`config.mk`:
```
export PLATFORM = sky130hd
export DESIGN_NAME = cdc_4phase_tx_feeder
export DESIGN_NICKNAME = d
export VERILOG_FILES = /design/src/rtl/cdc_4phase_tx_feeder.sv
export SDC_FILE = /design/constraint.sdc
export NUM_CORES = 1
export LEC_CHECK = 0
export BUFFER_PORTS_ARGS = -buffer_cell sky130_fd_sc_hd__buf_2
export CAP_MARGIN = 20
export CORE_AREA = 2 2 72 74
export CTS_CLUSTER_DIAMETER = 200
export DETAILED_ROUTE_END_ITERATION = 8
export DIE_AREA = 0 0 74 76
export HOLD_SLACK_MARGIN = 0.05
export PLACE_DENSITY = 0.76
export SYNTH_ARGS = -nofsm -noshare
export SYNTH_HDL_FRONTEND = slang
export SYNTH_SLANG_ARGS = --single-unit
```
`constraint.sdc`:
```
create_clock -name i_clk -period 3 [get_ports i_clk]
set_clock_uncertainty 0.15 [all_clocks]
set_input_delay 0.6 -clock i_clk [delete_from_list [all_inputs] [get_ports i_clk]]
set_output_delay 0.6 -clock i_clk [all_outputs]
set_load 0.005 [all_outputs]
```
`src/rtl/cdc_4phase_tx_feeder.sv`:
```
// Source-domain FIFO that turns a valid/ready stream into the single-cycle
// valid/busy handshake of the 4-phase CDC, one word per CDC round trip.
module cdc_4phase_tx_feeder #(
  parameter int DATA_W = 8,
  parameter int DEPTH  = 4,
  parameter int CNT_W  = 16
) (
  input  logic                     i_clk,
  input  logic                     i_rstn,
  input  logic                     s_valid,
  output logic                     s_ready,
  input  logic [DATA_W-1:0]        s_data,
  input  logic                     cdc_busy,
  output logic                     cdc_valid,
  output logic [DATA_W-1:0]        cdc_data,
  output logic [$clog2(DEPTH):0]   level,
  output logic [CNT_W-1:0]         sent_cnt
);

  localparam int AW = $clog2(DEPTH);
  localparam logic [AW:0]      PTR_ONE = (AW+1)'(1);
  localparam logic [CNT_W-1:0] CNT_ONE = CNT_W'(1);

  logic [DATA_W-1:0] r_mem [DEPTH];
  logic [AW:0]       r_wr_ptr;
  logic [AW:0]       r_rd_ptr;
  logic              r_cdc_valid;
  logic [DATA_W-1:0] r_cdc_data;
  logic [CNT_W-1:0]  r_sent_cnt;

  logic              w_full;
  logic              w_empty;
  logic              w_push;
  logic              w_pop;
  logic [DATA_W-1:0] w_rd_data;

  assign w_full    = (r_wr_ptr[AW] != r_rd_ptr[AW]) &&
                     (r_wr_ptr[AW-1:0] == r_rd_ptr[AW-1:0]);
  assign w_empty   = (r_wr_ptr == r_rd_ptr);
  assign w_push    = s_valid & ~w_full;
  // The CDC raises busy only the cycle after it samples valid, so the issue
  // cycle itself must also block the next pop.
  assign w_pop     = ~w_empty & ~cdc_busy & ~r_cdc_valid;
  assign w_rd_data = r_mem[r_rd_ptr[AW-1:0]];

  always_ff @(posedge i_clk) begin
    if (w_push) begin
      r_mem[r_wr_ptr[AW-1:0]] <= s_data;
    end
  end

  always_ff @(posedge i_clk or negedge i_rstn) begin
    if (!i_rstn) begin
      r_wr_ptr    <= '0;
      r_rd_ptr    <= '0;
      r_cdc_valid <= 1'b0;
      r_cdc_data  <= '0;
      r_sent_cnt  <= '0;
    end else begin
      if (w_push) begin
        r_wr_ptr <= r_wr_ptr + PTR_ONE;
      end
      if (w_pop) begin
        r_rd_ptr   <= r_rd_ptr + PTR_ONE;
        r_cdc_data <= w_rd_data;
        r_sent_cnt <= r_sent_cnt + CNT_ONE;
      end
      r_cdc_valid <= w_pop;
    end
  end

  assign s_ready   = ~w_full;
  assign cdc_valid = r_cdc_valid;
  assign cdc_data  = r_cdc_data;
  assign level     = r_wr_ptr - r_rd_ptr;
  assign sent_cnt  = r_sent_cnt;

endmodule

```
# After elaboration in Yosys (flattened, before gate mapping)
# Memories as Yosys holds them, arrays and structs flattened. A register that Yosys moved wholly into a read port is not among the register bits.
# Cells that the tools add are included.
[totals]
n_memories = 1
register_bits = 23
out_inout_bits = 29
in_bits = 12
ramBits = 32
[op_classes]
n_addsub = 4
bitwise_logic = 7
eq_ne = 3
n_reduce_logical = 2
n_mux = 2
[memory_table]
columns = ["name", "words", "width", "read_ports", "rd_ports_with_merged_regs", "write_ports", "line_no", "source"]
rows = [
  ["r_mem", 4, 8, 1, 1, 1, "24", "logic [DATA_W-1:0] r_mem [DEPTH];"],
]
[op_table]
columns = ["cell", "count"]
rows = [
  ["$add 16x1->16 const B", 1],
  ["$add 3x1->3 const B", 2],
  ["$not 1->1", 4],
  ["$and 1x1->1", 3],
  ["$eq 3x3->1", 1],
  ["$sub 3x3->3", 1],
  ["$eq 2x2->1", 1],
  ["$mux 1", 2],
  ["$logic_and 1x1->1", 1],
  ["$logic_not 1->1", 1],
  ["$ne 1x1->1", 1],
]

# Longest topological paths before layout
# Gate-level depths: netlist (run 1).
[depth]
ltp_word = 6
ltp_mapped = 8

# Worst setup path after synthesis (run 1)
# No wires, ideal clock.
[synth_path]
kind = "register to register"
startpoint = "reg r_rd_ptr[1]"
endpoint = "mem r_mem[3][0], enable pin"
required_time_ps = 2511
path_stages_with_launch = 6
setup_ps = 339
arrival_time_ps = 1818
setup_slack_ps = 693
cell_sequence = "dfrtp_1 -> clkbuf_1 -> inv_1 -> ha_1 -> a31oi_1 -> and2_1"
[synth_via]
elab_chain_len = 6
[synth_lines]
columns = ["element", "line_no", "source"]
rows = [
  ["start, declared", "26", "logic [AW:0] r_rd_ptr;"],
  ["start signal, assigned", "64", "r_rd_ptr <= r_rd_ptr + PTR_ONE;"],
  ["$eq 2x2->1", "38", "(r_wr_ptr[AW-1:0] == r_rd_ptr[AW-1:0]);"],
  ["$logic_and 1x1->1", "37", "assign w_full = (r_wr_ptr[AW] != r_rd_ptr[AW]) &&"],
  ["$not 1->1", "40", "assign w_push = s_valid & ~w_full;"],
  ["$and 1x1->1", "40", ""],
  ["$mux 1", "47", "if (w_push) begin"],
  ["$mux 1 (implied by the code)", "48", "r_mem[r_wr_ptr[AW-1:0]] <= s_data;"],
  ["end, declared", "24", ""],
]
# Every way passes these cells.

# Worst setup path after layout (run 1)
[layout_path]
startpoint = "reg r_wr_ptr[0]"
endpoint = "reg r_sent_cnt[4], in the netlist sent_cnt[4]"
[layout_via]
elab_chain_len = 4
[layout_lines]
columns = ["element", "line_no", "source"]
rows = [
  ["start, declared", "25", "logic [AW:0] r_wr_ptr;"],
  ["start signal, assigned", "61", "r_wr_ptr <= r_wr_ptr + PTR_ONE;"],
  ["$eq 3x3->1", "39", "assign w_empty = (r_wr_ptr == r_rd_ptr);"],
  ["$not 1->1", "43", "assign w_pop = ~w_empty & ~cdc_busy & ~r_cdc_valid;"],
  ["$and 1x1->1 (2 in a row)", "43", ""],
  ["end signal, assigned", "66", "r_sent_cnt <= r_sent_cnt + CNT_ONE;"],
  ["end, declared", "29", "logic [CNT_W-1:0] r_sent_cnt;"],
]
# Every way passes these cells.
# A chain may end at the register's enable or synchronous reset.

==> flow_metrics.py, run 1 <==
metrics = {
    "timing": {
        "hold_viol": 0,
        "setup_viol": 0,
        "min_period_ns": 2.618,
        "worst_pin_slew_ns": 0.6736,
        "drv_slew": 0,
        "fmax_mhz": 382.0,
        "setup_slack_ns": 0.3824,
        "rsz0062_at_grt": "false",
        "fin_tns_setup_ns": 0,
        "fin_crit_sh": 0.8725,
        "relSlewSlack": 0.5509,
    },
    "layout": {
        "final_cell_count_no_fill": 303,
        "drive_gt1_frac": 0.2790,
        "nFillCells": 381,
        "layout.nets": 249,
        "stdcell_area_sq_um": 3064,
        "utilization": 0.6238,
        "syn_to_final_growth_pct": 18.25,
        "diodes": 0,
    },
    "global_routing": {
        "grt_max_degree": 32,
        "grt_usage": 0.1847,
        "antenna_found_initial": 0,
        "gr-total-overflow": 0,
        "grt_pass1_vias": 1526,
        "grt_pass1_wl_um": 7403,
    },
    "synth": {
        "ys_top_cells_by_area": "edfxtp_1, dfrtp_1, mux4_2",
        "synthFlopType": "edfxtp_1",
        "synth_area_leader_cell": "edfxtp_1",
        "ys_seq_area_frac": 0.6702,
        "synth_mux_area_frac": 0.06953,
        "synth.cell_area_sq_um": 2591,
        "syn_nets": 200,
        "synth_top_family_by_area": "simple AND/OR/NAND/NOR gates",
        "synth-edff-count": 32,
        "synth.distinct_cells": 23,
        "synth_async_sr_flop_share": 0.4921,
        "syn_avg_cell_area_sq_um": 14.48,
        "synth-seq-cells": 63,
        "synth_warnings": 0,
        "synth_top_area_frac": 0.3708,
        "syn_inst": 179,
        "synth_fa_ha_area_frac": 0.04635,
        "synth_compound_area_frac": 0.01255,
        "yosysMostFrequentCell": "nand2_1",
        "synthTopCellsByCount": "nand2_1, edfxtp_1, dfrtp_1",
        "synth_xor_area_frac": 0.07726,
        "synthSimpleGateAreaFrac": 0.1062,
    },
    "route": {
        "first_iter_violations": 112,
        "viasPerCell": 5.040,
        "drcViolationCount": 0,
        "routed_wirelength_um": 4546,
        "firstDrtPassIters": 4,
        "vias": 1527,
        "wl_per_cell_um": 15.00,
        "ant_nets": 0,
    },
    "floorplanning": {
        "num_io_pins": 41,
        "core.rowCount": 26,
        "die_x_um": 74,
        "coreArea_sq_um": 4912,
        "start_util": 0.5275,
        "dieArea_sq_um": 5624,
        "die_h_um": 76,
    },
    "placed_design": {
        "pre_cts_slack_ns": 0.3813,
        "placed_area_sq_um": 2878,
        "post-dp-hpwl_um": 3075,
        "place_inst": 287,
        "portBuffers": 40,
        "gp_congestion": 0.7382,
    },
    "power_and_ir_drop": {
        "p_sw_frac": 0.3315,
        "seqPwrFrac": 0.445,
        "power.switching_uw": 991.6,
        "powerDensity_nw_per_um2": 976.3,
        "internal_power_uw": 2000,
        "p_leak_uw": 0.001316,
        "clkPwrFrac": 0.228,
        "vdd_drop_max_mv": 0.4264,
        "p_comb_frac": 0.327,
    },
    "worst_setup_path": {
        "worstSetupPathType": "register to register",
        "worstPathMaxFanout": 17,
        "worstSetupStartpointType": "register",
        "rrSetupSlack_ns": 0.38,
        "cp-end-kind": "register",
        "slowest_stage": "a311o_1",
        "arrival_ns": 2.73,
        "required_ns": 3.12,
        "max_stage_delay_ns": 0.59,
        "path_cells": "inv_1, ha_1, a311o_1, clkinv_1, nand4_1, xnor2_1",
    },
    "min_path": {
        "hp-class": "primary input to async pin",
    },
    "cts": {
        "clk_pin_slew_worst_paths_ns": 0.07,
        "cts-buffers-inserted": 9,
        "cts_setup_buffers": 0,
        "root_buffer": "clkbuf_8",
        "insertion_delay_ns": 0.34,
        "holdBufCountCts": 0,
        "cts_num_sinks": 63,
        "ctsResizeCount": 0,
        "cts.path.max_buffers": 2,
        "h-tree-depth": 3,
        "tritoncts": "yes",
    },
    "job": {
        "max-cap-violations": 0,
    },
    "run_status": {
        "status": "finished clean",
    },
}
==> worst max-delay path: cells and delay by family (launching register included) <==
family | cells | cell delay [ns]
xor+xnor | 1 | 0.13
fa+ha+maj | 1 | 0.36
compound gates | 1 | 0.59
simple gates | 1 | 0.27
flops | 1 | 0.37
buf+inv | 2 | 0.68
==> flip-flops by register name, indices dropped and copies added, names as in the netlist <==
register and count:
r_rd_ptr 3, sent_cnt 16, cdc_valid 1, cdc_data 8
r_mem 32, r_wr_ptr 3
==> layer usage <==
layer	routed length, um	track usage	up-vias
met5	0	0	-
met4	114	0.09818	0
met3	200	0.05291	9
met2	2182	0.2705	38
met1	2048	0.2486	757
li1	-	-	723
==> stage by stage <==
stage / hold WS (ns) / power [uW]
2_1_floorplan: 0.1544 / 1976
3_3_place_gp: 0.3069 / 2321
3_5_place_dp: 0.3107 / 2346
4_1_cts: 0.1572 / 3041
5_1_grt: 0.2056 / 3200
6_report: 0.1464 / 2992
==> power by group through the flow <==
stage               Sequential [uW]  Combinational (uW)  Clock (uW)
global placement               1340                 976           0
finish                         1330                 977         683
floorplan                      1320                 654           0
CTS                            1340                1000         702
detailed placement             1350                 998           0
global route                   1360                1110         732
==> cell usage in the layout, fill, tap and decap left out, types with 2 or more instances in the layout <==
cell type,instances
clkbuf_1,2
nand2_1,36
dfrtp_1,31
edfxtp_1,32
mux4_2,8
a31oi_1,2
clkbuf_8,10
and2_1,4
nor2_1,4
clkinv_1,2
o21ai_0,2
buf_4,2
xor2_1,3
ha_1,8
inv_1,7
buf_2,40
nand3_1,8
nand4_1,5
xnor2_1,18
==> worst paths after layout <==
| kind | cells past startpoint | endpoint | from |
|---|---|---|---|
| hold / removal | 1 | sent_cnt[13] | i_rstn |
| hold reg to reg | 1 | sent_cnt[15] | sent_cnt[15] |
| setup / recovery | 6 | sent_cnt[4] | r_wr_ptr[0] |
| min in group i_clk | 1 | sent_cnt[15] | sent_cnt[15] |
| setup reg to reg | 6 | sent_cnt[4] | r_wr_ptr[0] |
| max in group asynchronous | 1 | r_wr_ptr[0] | i_rstn |
==> area by class of cell <==
class | count | area [sq um] | area share
tap | 70 | 87.58 | 0.02858
clock buffer | 13 | 170.2 | 0.05553
sequential | 63 | 1737 | 0.5668
multi-input combinational | 104 | 808.3 | 0.2638
inverter | 8 | 30.03 | 0.009800
clock inverter | 3 | 16.27 | 0.005308
timing repair buffer | 42 | 215.2 | 0.07023
==> cell families after synthesis <==
kind of cell	after synthesis
AOI/OAI and AO/OA	5
xor gates and xnor gates	22
adders and majority gates	9
buffers and inverters	12
DFF	63
muxes	8
and+or+nand+nor	60
(Power assumes the default switching activity.)
==> run 2, diff against run 1 <==
==> constraint.sdc (replaced) <==
create_clock -name i_clk -period 3 [get_ports i_clk]
set_clock_uncertainty 0.15 [all_clocks]
set_input_delay 0 -clock i_clk [delete_from_list [all_inputs] [get_ports i_clk]]
set_output_delay 0 -clock i_clk [all_outputs]
set_load 0.005 [all_outputs]
==> flow_metrics.py, run 2 (synthesized netlist as in run 1, its figures left out) <==
metrics = {
    "layout": {
        "stdcell_area_sq_um": 3176,
        "final_common_cell": "buf_2",
        "layout_common_cells": "buf_2, nand2_1, edfxtp_1",
        "largest_reg_flops": 32,
        "syn_to_final_growth_pct": 22.55,
        "diodes": 0,
        "drive_gt1_frac": 0.2746,
        "layout.nets": 260,
    },
    "route": {
        "viasPerCell": 4.968,
        "firstDrtPassIters": 4,
        "first_iter_violations": 68,
        "routed_wirelength_um": 4630,
        "wl_per_cell_um": 14.75,
        "vias": 1560,
        "drcViolationCount": 0,
        "ant_nets": 0,
    },
    "global_routing": {
        "antenna_found_initial": 0,
        "grtUsageMet1": 0.2449,
        "grtUsageMet2": 0.2902,
        "grt-busiest-layer": "met2",
        "grt_pass1_wl_um": 7665,
        "grt_pass1_vias": 1609,
        "gr-total-overflow": 0,
        "grt_usage": 0.1886,
        "grt_util_met3": 0.04762,
        "grt_max_degree": 32,
    },
    "worst_setup_path": {
        "max_stage_delay_ns": 0.56,
        "worstSetupPathType": "register to register",
        "required_ns": 3.12,
        "arrival_ns": 2.69,
        "worstPathMaxFanout": 17,
        "slowest_stage": "a311o_1",
        "worst-path-buf-inv": 2,
        "cp-end-kind": "register",
        "path_cells": "inv_1, ha_1, a311o_1, clkinv_1, nand4_1, xnor2_1",
        "worstSetupStartpointType": "register",
        "cpLargestDelayFamily": "buffers and inverters",
    },
    "cts": {
        "cts.path.max_buffers": 2,
        "root_buffer": "clkbuf_8",
        "tritoncts": "yes",
        "insertion_delay_ns": 0.34,
        "h-tree-depth": 3,
        "cts_num_sinks": 63,
        "clk_pin_slew_worst_paths_ns": 0.07,
        "ctsResizeCount": 0,
        "cts-buffers-inserted": 9,
    },
    "timing": {
        "min_period_ns": 2.575,
        "rsz0062_at_grt": "false",
        "hold_viol": 0,
        "fmax_mhz": 388.4,
        "hold_ws_ns": 0.1144,
        "relSlewSlack": 0.5391,
        "fin_tns_setup_ns": 0,
        "fin_crit_sh": 0.8582,
        "setup_viol": 0,
        "worst_pin_slew_ns": 0.6913,
        "drv_slew": 0,
    },
    "placed_design": {
        "gp_congestion": 0.7782,
        "post-dp-hpwl_um": 3129,
        "portBuffers": 40,
        "placed_area_sq_um": 2878,
    },
    "job": {
        "max-cap-violations": 0,
    },
    "run_status": {
        "status": "finished clean",
    },
    "floorplanning": {
        "start_util": 0.5275,
        "dieArea_sq_um": 5624,
        "die_h_um": 76,
        "coreArea_sq_um": 4912,
        "num_io_pins": 41,
        "core.rowCount": 26,
        "die_x_um": 74,
    },
    "power_and_ir_drop": {
        "powerDensity_nw_per_um2": 949.6,
        "p_leak_uw": 0.001362,
        "vdd_drop_max_mv": 0.3814,
    },
    "min_path": {
        "hp-class": "primary input to async pin",
    },
}
-- run 2: layout make-up --
type	count	area, sq um
repair buffers	53	325.3
fillers	367	1737
multi-input cells	104	808.3
clock buffers	9	123.9
inverters	8	30.03
clock inverters	7	63.81
well taps	70	87.58
flip-flops and latches	63	1737
-- run 2: power by group --
part / total (uW) / switching (uW) / internal (uW)
Combinational: 992 / 521 / 471
Sequential: 1330 / 159 / 1170
Clock: 694 / 318 / 375
Total: 3020 / 999 / 2020
-- run 2: metrics by stage --
stage / cells / util / power [uW] / setup WS (ns)
finish: 314 / 0.6465 / 3016 / 0.4254
global route: 314 / 0.6465 / 3236 / 0.07696
CTS: 314 / 0.6465 / 3064 / 0.3756
detailed placement: 287 / 0.5858 / 2357 / 0.3896
global placement: 287 / 0.5858 / 2330 / 0.4746
floorplan: 179 / - / 1976 / 0.6927
-- run 2: worst paths after layout --
| kind | slack, ns | endpoint | from | depth (start not counted) |
|---|---|---|---|---|
| setup / recovery | 0.43 | sent_cnt[4] | r_wr_ptr[0] | 6 |
| min in group i_clk | 0.26 | r_mem[1][7] | s_data[7] | 2 |
| hold reg to reg | 0.33 | cdc_data[3] | cdc_data[3] | 2 |
| hold / removal | 0.11 | sent_cnt[12] | i_rstn | 2 |
| setup reg to reg | 0.43 | sent_cnt[4] | r_wr_ptr[0] | 6 |
| max in group asynchronous | 2.14 | cdc_data[1] | i_rstn | 2 |
-- run 2: repair_timing --
action	CTS	global route
hold buffers	11	0
endpoints found under the hold margin	66	0
setup buffers	0	0
-- run 2: layer usage --
metal,up-vias,wire length (um)
met5,-,0
met3,10,230
met1,754,2033
met4,0,90
met2,48,2275
li1,748,-
==> run 3, diff against run 2 <==
--- a/config.mk
+++ b/config.mk
@@ -7,12 +7,14 @@
 export LEC_CHECK = 0
 export BUFFER_PORTS_ARGS = -buffer_cell sky130_fd_sc_hd__buf_2
 export CAP_MARGIN = 20
-export CORE_AREA = 2 2 72 74
+export CORE_AREA = 2 2 70 72
+export CTS_BUF_LIST = sky130_fd_sc_hd__clkbuf_4 sky130_fd_sc_hd__clkbuf_8
 export CTS_CLUSTER_DIAMETER = 200
 export DETAILED_ROUTE_END_ITERATION = 8
-export DIE_AREA = 0 0 74 76
+export DIE_AREA = 0 0 72 74
+export GPL_TIMING_DRIVEN = 0
 export HOLD_SLACK_MARGIN = 0.05
-export PLACE_DENSITY = 0.76
+export PLACE_DENSITY = 0.8
 export SYNTH_ARGS = -nofsm -noshare
 export SYNTH_HDL_FRONTEND = slang
 export SYNTH_SLANG_ARGS = --single-unit
==> flow_metrics.py, run 3 (synthesized netlist as in run 1, its figures left out) <==
metrics = {
    "run_status": {
        "status": "finished clean",
    },
    "global_routing": {
        "grt_max_degree": 32,
        "antenna_found_initial": 0,
        "gr-total-overflow": 0,
        "grt_usage": 0.1931,
        "grt_pass1_wl_um": 7410,
        "grt_pass1_vias": 1551,
    },
    "worst_setup_path": {
        "r2r_end": "r_mem[2][1]",
        "worstSetupPathType": "register to register",
        "rrSetupSlack_ns": 0.33,
        "critPathLaunch": "r_rd_ptr[1]",
        "arrival_ns": 2.49,
        "required_ns": 2.82,
        "rr_worst_depth": 5,
        "r2r-start": "r_rd_ptr[1]",
        "worstPathMaxFanout": 9,
        "worstSetupStartpointType": "register",
        "cp-end-kind": "register",
        "endpoint": "r_mem[2][1]",
    },
    "layout": {
        "largest_reg_flops": 32,
        "stdcell_area_sq_um": 3216,
        "syn_to_final_growth_pct": 24.09,
        "nFillCells": 302,
        "layout_common_cells": "buf_2, nand2_1, edfxtp_1",
        "drive_gt1_frac": 0.2846,
        "diodes": 0,
        "layout.nets": 262,
        "final_common_cell": "buf_2",
    },
    "cts": {
        "clk_pin_slew_worst_paths_ns": 0.06,
        "insertion_delay_ns": 0.32,
        "cts.path.max_buffers": 2,
        "h-tree-depth": 3,
        "cts_num_sinks": 63,
        "cts-buffers-inserted": 9,
        "root_buffer": "clkbuf_8",
        "cts_setup_buffers": 0,
        "tritoncts": "yes",
    },
    "placed_design": {
        "portBuffers": 40,
        "gp_congestion": 0.8045,
        "post-dp-hpwl_um": 3124,
        "placed_area_sq_um": 2859,
    },
    "timing": {
        "rsz0062_at_grt": "false",
        "hold_viol": 0,
        "min_period_ns": 2.667,
        "fin_tns_setup_ns": 0,
        "fmax_mhz": 374.9,
        "worst_pin_slew_ns": 0.7676,
        "relSlewSlack": 0.4882,
        "drv_slew": 0,
        "setup_viol": 0,
        "fin_crit_sh": 0.8891,
    },
    "power_and_ir_drop": {
        "powerDensity_nw_per_um2": 999.9,
        "p_total_uw": 3215,
        "p_leak_uw": 0.001393,
        "vdd_drop_max_mv": 0.5931,
    },
    "route": {
        "viasPerCell": 5.377,
        "firstDrtPassIters": 4,
        "first_iter_violations": 77,
        "drcViolationCount": 0,
        "wl_per_cell_um": 16.34,
        "routed_wirelength_um": 4901,
        "vias": 1613,
        "ant_nets": 0,
    },
    "floorplanning": {
        "dieArea_sq_um": 5328,
        "num_io_pins": 41,
        "die_h_um": 74,
        "die_x_um": 72,
        "core.rowCount": 25,
        "coreArea_sq_um": 4598,
        "start_util": 0.5635,
    },
    "min_path": {
        "hp-class": "primary input to async pin",
    },
    "job": {
        "max-cap-violations": 0,
    },
}
run 3: cell count changes in the layout (fill, tap and decap cells not counted), moves of 2 or more:
cell and delta:
clkbuf_1 +3, clkbuf_8 +3, and2_1 -2, and2_2 +2
buf_4 -2, clkinv_2 -2, clkinvlp_4 -2
run 3: worst min-delay path by stage:
stage	start	endpoint	slack, ns
finish	i_rstn	sent_cnt[10]	0.10
global route	i_rstn	cdc_data[7]	0.17
CTS	i_rstn	cdc_data[6]	0.11
detailed placement	i_rstn	sent_cnt[9]	-0.07
global placement	i_rstn	sent_cnt[10]	-0.07
floorplan	i_rstn	cdc_data[0]	-0.45
run 3: what timing repair did:
item / CTS / global route
endpoints found under the hold margin: 67 / 0
endpoints found under the setup margin: 0 / 30
hold buffers: 11 / 0
resized for setup: 0 / 3
run 3: routing by layer:
layer,share of wire,routed length (um),track usage
met1,0.42,2044,0.2261
met2,0.51,2490,0.3405
met3,0.047,229,0.04201
met4,0.028,137,0.09644
met5,0,0,0
run 3: where the power goes:
part	switching [uW]	leakage [uW]	total, uW	internal, uW
clock network	301	0.000123	846	544
logic	556	0.000583	1030	474
registers	169	0.000687	1340	1170
run 3: through the flow:
step	std cells	hold WS, ns	util	setup WS, ns
2_1_floorplan	179	-0.4456	-	0.6927
3_3_place_gp	273	-0.07328	0.6218	0.2022
3_5_place_dp	273	-0.07172	0.6218	0.1717
4_1_cts	300	0.1135	0.6974	0.1324
5_1_grt	300	0.1680	0.6993	0.1317
6_report	300	0.1014	0.6993	0.3328
run 3: critical path: stages, from the launching register on:
cell	delay, ns
dfrtp_1	0.36
clkbuf_1	0.43
inv_1	0.18
ha_1	0.39
a31oi_2	0.35
and2_1	0.46
run 3: cell type report:
cell class / count / area (sq um) / area share
Tap cell: 54 / 67.56 / 0.02101
Clock buffer: 13 / 172.7 / 0.05370
Inverter: 8 / 30.03 / 0.009339
Buffer: 4 / 16.27 / 0.005058
Timing Repair Buffer: 51 / 310.3 / 0.09650
Clock inverter: 3 / 65.06 / 0.02023
Sequential cell: 63 / 1737 / 0.5401
Multi-Input combinational cell: 104 / 817.0 / 0.2541
